$ cat src/rtl/ysyx_041514_mul_pkg.sv
// rtl/ysyx_041514_mul_pkg.sv - shared types and helpers for the radix-4 Booth multiplier
//
// Contents:
//   mul_state_e   : controller state (IDLE / BUSY / DONE)
//   booth_sel_e   : partial-product selection (ZERO, +A, +2A, -A, -2A)
//   mul_iters()   : number of Booth digits for a given operand width
//   booth_decode(): maps a multiplier bit triplet to its selection

package ysyx_041514_mul_pkg;

    typedef enum logic [1:0] {
        S_IDLE = 2'd0,
        S_BUSY = 2'd1,
        S_DONE = 2'd2
    } mul_state_e;

    typedef enum logic [2:0] {
        SEL_ZERO = 3'd0,
        SEL_POS1 = 3'd1,
        SEL_POS2 = 3'd2,
        SEL_NEG1 = 3'd3,
        SEL_NEG2 = 3'd4
    } booth_sel_e;

    // Operands are extended to WIDTH+2 bits, so WIDTH/2+1 digits cover every
    // multiplier bit including the extension.
    function automatic int mul_iters(input int width);
        return width / 2 + 1;
    endfunction

    // Triplet is {b[2i+1], b[2i], b[2i-1]}.
    function automatic booth_sel_e booth_decode(input logic [2:0] triplet);
        booth_sel_e sel;
        case (triplet)
            3'b001, 3'b010: sel = SEL_POS1;
            3'b011:         sel = SEL_POS2;
            3'b100:         sel = SEL_NEG2;
            3'b101, 3'b110: sel = SEL_NEG1;
            default:        sel = SEL_ZERO;
        endcase
        return sel;
    endfunction

endpackage

$ cat src/rtl/ysyx_041514_booth_sel.sv
// rtl/ysyx_041514_booth_sel.sv - combinational radix-4 Booth partial-product select
//
// Parameters:
//   XW         : multiplicand width (WIDTH+2 for a bare extended multiplicand)
// Ports:
//   triplet_i  : {b[2i+1], b[2i], b[2i-1]} of the multiplier
//   x_i        : two's complement multiplicand
//   pp_o       : XW+1 bit partial product; for negative selections this is
//                the bitwise inverse of the magnitude
//   neg_o      : 1 when pp_o is inverted; the accumulator adds it as carry-in
//                to complete the two's complement negation

module ysyx_041514_booth_sel
    import ysyx_041514_mul_pkg::*;
#(
    parameter int XW = 66
) (
    input  logic [2:0]  triplet_i,
    input  logic [XW-1:0] x_i,
    output logic [XW:0]   pp_o,
    output logic          neg_o
);

    booth_sel_e sel;

    assign sel = booth_decode(triplet_i);

    always_comb begin
        pp_o  = '0;
        neg_o = 1'b0;
        case (sel)
            SEL_POS1: pp_o = {x_i[XW-1], x_i};
            SEL_POS2: pp_o = {x_i, 1'b0};
            SEL_NEG1: begin
                pp_o  = ~{x_i[XW-1], x_i};
                neg_o = 1'b1;
            end
            SEL_NEG2: begin
                pp_o  = ~{x_i, 1'b0};
                neg_o = 1'b1;
            end
            default: pp_o = '0;
        endcase
    end

endmodule

$ cat src/rtl/ysyx_041514_alu_mul_booth.sv
// rtl/ysyx_041514_alu_mul_booth.sv - iterative radix-4 Booth multiplier, one digit per cycle
//
// Parameters:
//   WIDTH               : operand width (even, >= 4); product is 2*WIDTH bits
// Ports:
//   clk, rst_n          : rising-edge clock, asynchronous active-low reset
//   flush_i             : synchronous abort of any in-flight or held operation
//   rs1/rs2_signed_valid_i : per-operand signedness (1 = two's complement)
//   rs1_data_i          : multiplicand
//   rs2_data_i          : multiplier
//   mul_valid_i / mul_ready_o         : request handshake
//   mul_out_valid_o / mul_out_ready_i : result handshake
//   mul_out_o           : product, stable while mul_out_valid_o is high
// Configuration:
//   MUL_EARLY_OUT_EN    : when defined, finish as soon as every remaining
//                         multiplier bit (guard included) is identical

module ysyx_041514_alu_mul_booth
    import ysyx_041514_mul_pkg::*;
#(
    parameter int WIDTH = 64
) (
    input  logic               clk,
    input  logic               rst_n,
    input  logic               flush_i,
    input  logic               rs1_signed_valid_i,
    input  logic               rs2_signed_valid_i,
    input  logic [WIDTH-1:0]   rs1_data_i,
    input  logic [WIDTH-1:0]   rs2_data_i,
    input  logic               mul_valid_i,
    output logic               mul_ready_o,
    output logic               mul_out_valid_o,
    input  logic               mul_out_ready_i,
    output logic [2*WIDTH-1:0] mul_out_o
);

    localparam int N  = mul_iters(WIDTH);
    localparam int PW = 2 * WIDTH;
    localparam int BW = WIDTH + 3;     // extended multiplier plus guard bit
    localparam int CW = $clog2(N + 1);

    mul_state_e     state_q, state_d;
    logic [PW-1:0]  mcand_q, mcand_d;
    logic [BW-1:0]  mplr_q, mplr_d;
    logic [PW-1:0]  acc_q, acc_d;
    logic [CW-1:0]  cnt_q, cnt_d;
    logic           out_valid_q, out_valid_d;

    logic [WIDTH+1:0] rs1_ext, rs2_ext;
    logic [PW:0]      pp;
    logic             pp_neg;
    logic [PW-1:0]    acc_sum;
    logic [BW-1:0]    mplr_shift;
    logic             early_done;
    logic             unused_pp_msb;

    assign rs1_ext = {{2{rs1_signed_valid_i & rs1_data_i[WIDTH-1]}}, rs1_data_i};
    assign rs2_ext = {{2{rs2_signed_valid_i & rs2_data_i[WIDTH-1]}}, rs2_data_i};

    // The multiplicand register already carries the 2i weight, so the select
    // unit works at full product width and the sum wraps modulo 2^(2*WIDTH).
    ysyx_041514_booth_sel #(
        .XW (PW)
    ) u_booth_sel (
        .triplet_i (mplr_q[2:0]),
        .x_i       (mcand_q),
        .pp_o      (pp),
        .neg_o     (pp_neg)
    );

    assign unused_pp_msb = pp[PW];
    assign acc_sum       = acc_q + pp[PW-1:0] + {{(PW-1){1'b0}}, pp_neg};

    // Arithmetic shift keeps the sign fill so the upper digits stay valid.
    assign mplr_shift = {{2{mplr_q[BW-1]}}, mplr_q[BW-1:2]};

`ifdef MUL_EARLY_OUT_EN
    // Uniform remaining bits decode to ZERO digits from here on.
    assign early_done = (mplr_shift == '0) || (&mplr_shift);
`else
    assign early_done = 1'b0;
`endif

    assign mul_ready_o     = (state_q == S_IDLE);
    assign mul_out_valid_o = out_valid_q;
    assign mul_out_o       = acc_q;

    always_comb begin
        state_d     = state_q;
        mcand_d     = mcand_q;
        mplr_d      = mplr_q;
        acc_d       = acc_q;
        cnt_d       = cnt_q;
        out_valid_d = out_valid_q;

        case (state_q)
            S_IDLE: begin
                if (mul_valid_i) begin
                    state_d = S_BUSY;
                    mcand_d = {{(PW-WIDTH-2){rs1_ext[WIDTH+1]}}, rs1_ext};
                    mplr_d  = {rs2_ext, 1'b0};
                    acc_d   = '0;
                    cnt_d   = '0;
                end
            end
            S_BUSY: begin
                acc_d   = acc_sum;
                mcand_d = mcand_q << 2;
                mplr_d  = mplr_shift;
                cnt_d   = cnt_q + 1'b1;
                if ((cnt_q == CW'(N - 1)) || early_done) begin
                    state_d     = S_DONE;
                    out_valid_d = 1'b1;
                end
            end
            S_DONE: begin
                if (mul_out_ready_i) begin
                    state_d     = S_IDLE;
                    out_valid_d = 1'b0;
                end
            end
            default: begin
                state_d     = S_IDLE;
                out_valid_d = 1'b0;
            end
        endcase

        // Pipeline kill wins over both acceptance and handoff.
        if (flush_i) begin
            state_d     = S_IDLE;
            out_valid_d = 1'b0;
            cnt_d       = '0;
        end
    end

    always_ff @(posedge clk or negedge rst_n) begin
        if (!rst_n) begin
            state_q     <= S_IDLE;
            mcand_q     <= '0;
            mplr_q      <= '0;
            acc_q       <= '0;
            cnt_q       <= '0;
            out_valid_q <= 1'b0;
        end else begin
            state_q     <= state_d;
            mcand_q     <= mcand_d;
            mplr_q      <= mplr_d;
            acc_q       <= acc_d;
            cnt_q       <= cnt_d;
            out_valid_q <= out_valid_d;
        end
    end

endmodule

$ cat config.mk
export PLATFORM = sky130hd
export DESIGN_NAME = ysyx_041514_alu_mul_booth
export DESIGN_NICKNAME = d
export VERILOG_FILES = /design/src/rtl/ysyx_041514_mul_pkg.sv /design/src/rtl/ysyx_041514_booth_sel.sv /design/src/rtl/ysyx_041514_alu_mul_booth.sv
export SDC_FILE = /design/constraint.sdc
export NUM_CORES = 1
export LEC_CHECK = 0
export BUFFER_PORTS_ARGS = -buffer_cell sky130_fd_sc_hd__buf_4
export CORE_MARGIN = 3
export CORE_UTILIZATION = 50
export CTS_CLUSTER_SIZE = 8
export DETAILED_ROUTE_END_ITERATION = 12
export PLACE_DENSITY_LB_ADDON = 0.15
export SLEW_MARGIN = 0
export SYNTH_ARGS = -nofsm -noshare
export SYNTH_HDL_FRONTEND = slang
export SYNTH_HIERARCHICAL = 1
export SYNTH_SLANG_ARGS = --single-unit
export TNS_END_PERCENT = 10
$ cat constraint.sdc
create_clock -name clk -period 12.8 [get_ports clk]
set_input_delay 2.56 -clock clk [delete_from_list [all_inputs] [get_ports clk]]
set_output_delay 2.56 -clock clk [all_outputs]
set_load 0.01 [all_outputs]
==> qor.yml <==
run_status:
  outcome: "complete, no violations"
timing:
  setup_viol_count_final: 0
  worst_slack_ns: 5.59
  drv_slew: 0
  rsz0062_at_grt: "no"
  fin_crit_ns: 7.21
  worst_pin_slew_ns: 1.20
  hold_viol_final: 0
  relSlewSlack: 0.202
  skew_ns: 0.0198
  min_period_over_period: 0.563
  fmax_mhz: 139
  setup_tns_ns: 0
synth:
  avgSynthCellArea_um2: 8.58
  netlist_instances: 2963
  synthesis.nets: 3228
  synth_warnings: 6
  syn_area_um2: 25400
route:
  wl_per_cell_um: 23.1
  wirelength_um: 86000
  firstDrtPassIters: 7
  ant_nets: 0
  drt_iter0_drc: 2103
  dr_total_vias: 24600
  vias_per_cell: 6.63
  drcViolationCount: 0
floorplan:
  dieArea_um2: 53600
  fp-row-count: 82
  dieHeight_um: 232
  design.core.area_um2: 50200
  initial_core_util: 0.507
  num_io_pins: 265
  die_w_um: 232
placed_design:
  place_ws_ns: 5.72
  io_buffers: 264
  place_congestion: 0.950
  hpwlAfterDp_um: 60800
hold_path:
  min_from: "mul_out_o[79]"
  min_to: "mul_out_o[79]"
  hold_path_depth: 2
  min_path_type: "flip-flop to flip-flop"
finish:
  drive_gt1_frac: 0.138
  diodes: 0
  fillers: 4580
  final_common_cell: "a21oi_1"
  syn_to_final_growth_pct: 13.0
  multiInputGateArea_um2: 15900
  layout.nets: 3305
  seq_area_um2: 8320
  most-common-layout-cells: "a21oi_1 (336), dfrtp_1 (329), buf_4 (288)"
  utilization: 0.573
run:
  drv_cap: 0
critical_path:
  critPathMaxFanout: 96
  start_kind: "flip-flop"
  r2r-end: "mul_out_o[127]"
  arrival_ns: 7.70
  reg2reg_depth: 15
  required_ns: 13.30
  path_class: "flip-flop to flip-flop"
  timing.rr.start: "mplr_q[2]"
  ff2ff_setup_slack_ns: 5.59
  end_kind: "flip-flop"
clocking:
  clk_latency_ns: 0.61
  numCtsBuffers: 47
  cts-root-buf: "clkbuf_16"
  post_cts_resize_count: 0
  path_clk_slew_ns: 0.06
  h-tree-depth: 2
  cts_setup_buffers: 0
  cts.sinks: 332
  hold_buffers: 0
  tritoncts: "yes"
  clockBufferDepth: 3
global_routing:
  antenna_found_initial: 0
  met2_usage: 0.507
  track_usage: 0.312
  grtUsageMet3: 0.0406
  grt_pass1_wl_um: 135000
  top_usage_layer: "met2"
  grt_overflow: 0
  grt_max_degree: 110
  grt_pass1_vias: 23600
  use_met1: 0.431
power:
  power_density_nw_per_um2: 223
  leakage_nw: 11.6
  vdd_ir_drop_max_v: 0.000115
==> worst max path at each step <==
stage	start	endpoint	slack, ns
2_1_floorplan	mplr_q[0]	mul_out_o[126]	8.28
3_3_place_gp	mplr_q[2]	mul_out_o[127]	5.90
3_5_place_dp	mplr_q[2]	mul_out_o[127]	5.72
4_1_cts	mplr_q[2]	mul_out_o[127]	5.71
5_1_grt	mplr_q[2]	mul_out_o[127]	5.29
6_report	mplr_q[2]	mul_out_o[127]	5.59
==> layer usage <==
metal	share of wire	vias to the layer above
met3	0.053	158
met2	0.47	838
met5	0	-
met4	0.033	0
met1	0.44	12100
li1	-	11500
==> state kept, by name, summed over array words and instances (netlist names) <==
register / cells
mcand_q: 128
mul_out_o: 128
mplr_q: 67
cnt_q: 6
state_q: 2
mul_out_valid_o: 1
==> per-stage QoR <==
stage	total power, W	cell area [um2]	instances	hold WS, ns
finish	0.00641	28700	3719	0.517
global route	0.00686	28700	3719	0.551
CTS	0.00640	28700	3719	0.523
detailed placement	0.00522	27500	3663	0.513
global placement	0.00518	27500	3663	0.508
floorplan	0.00408	25400	2963	0.461
==> critical path, cell delays in order, from the launching register on <==
cell and delay (ns):
dfrtp_4 1.00, buf_4 0.95, buf_4 0.88, nand4b_1 0.24, o221ai_2 0.14, ha_1 0.48, nand2_1 0.17, nor4_1 0.92
o2111ai_1 0.34, a31oi_1 0.59, nor2_1 0.26, o31ai_2 0.39, a31oi_1 0.17, xnor2_1 0.24, o21ai_1 0.08, a22o_1 0.20
==> report_power, final <==
group | internal (W) | switching (W)
Sequential | 0.00130 | 0.000385
Clock | 0.000658 | 0.000492
Combinational | 0.00145 | 0.00212
Total | 0.00341 | 0.00300
==> layout make-up <==
type,instances,area share
Timing Repair Buffer,289,0.0758
Multi-Input combinational cell,2311,0.553
Inverter,59,0.00788
Tap cell,672,0.0293
Clock inverter,3,0.00279
Clock buffer,53,0.0417
Sequential cell,332,0.290
Power figures use the tool's default switching activity.
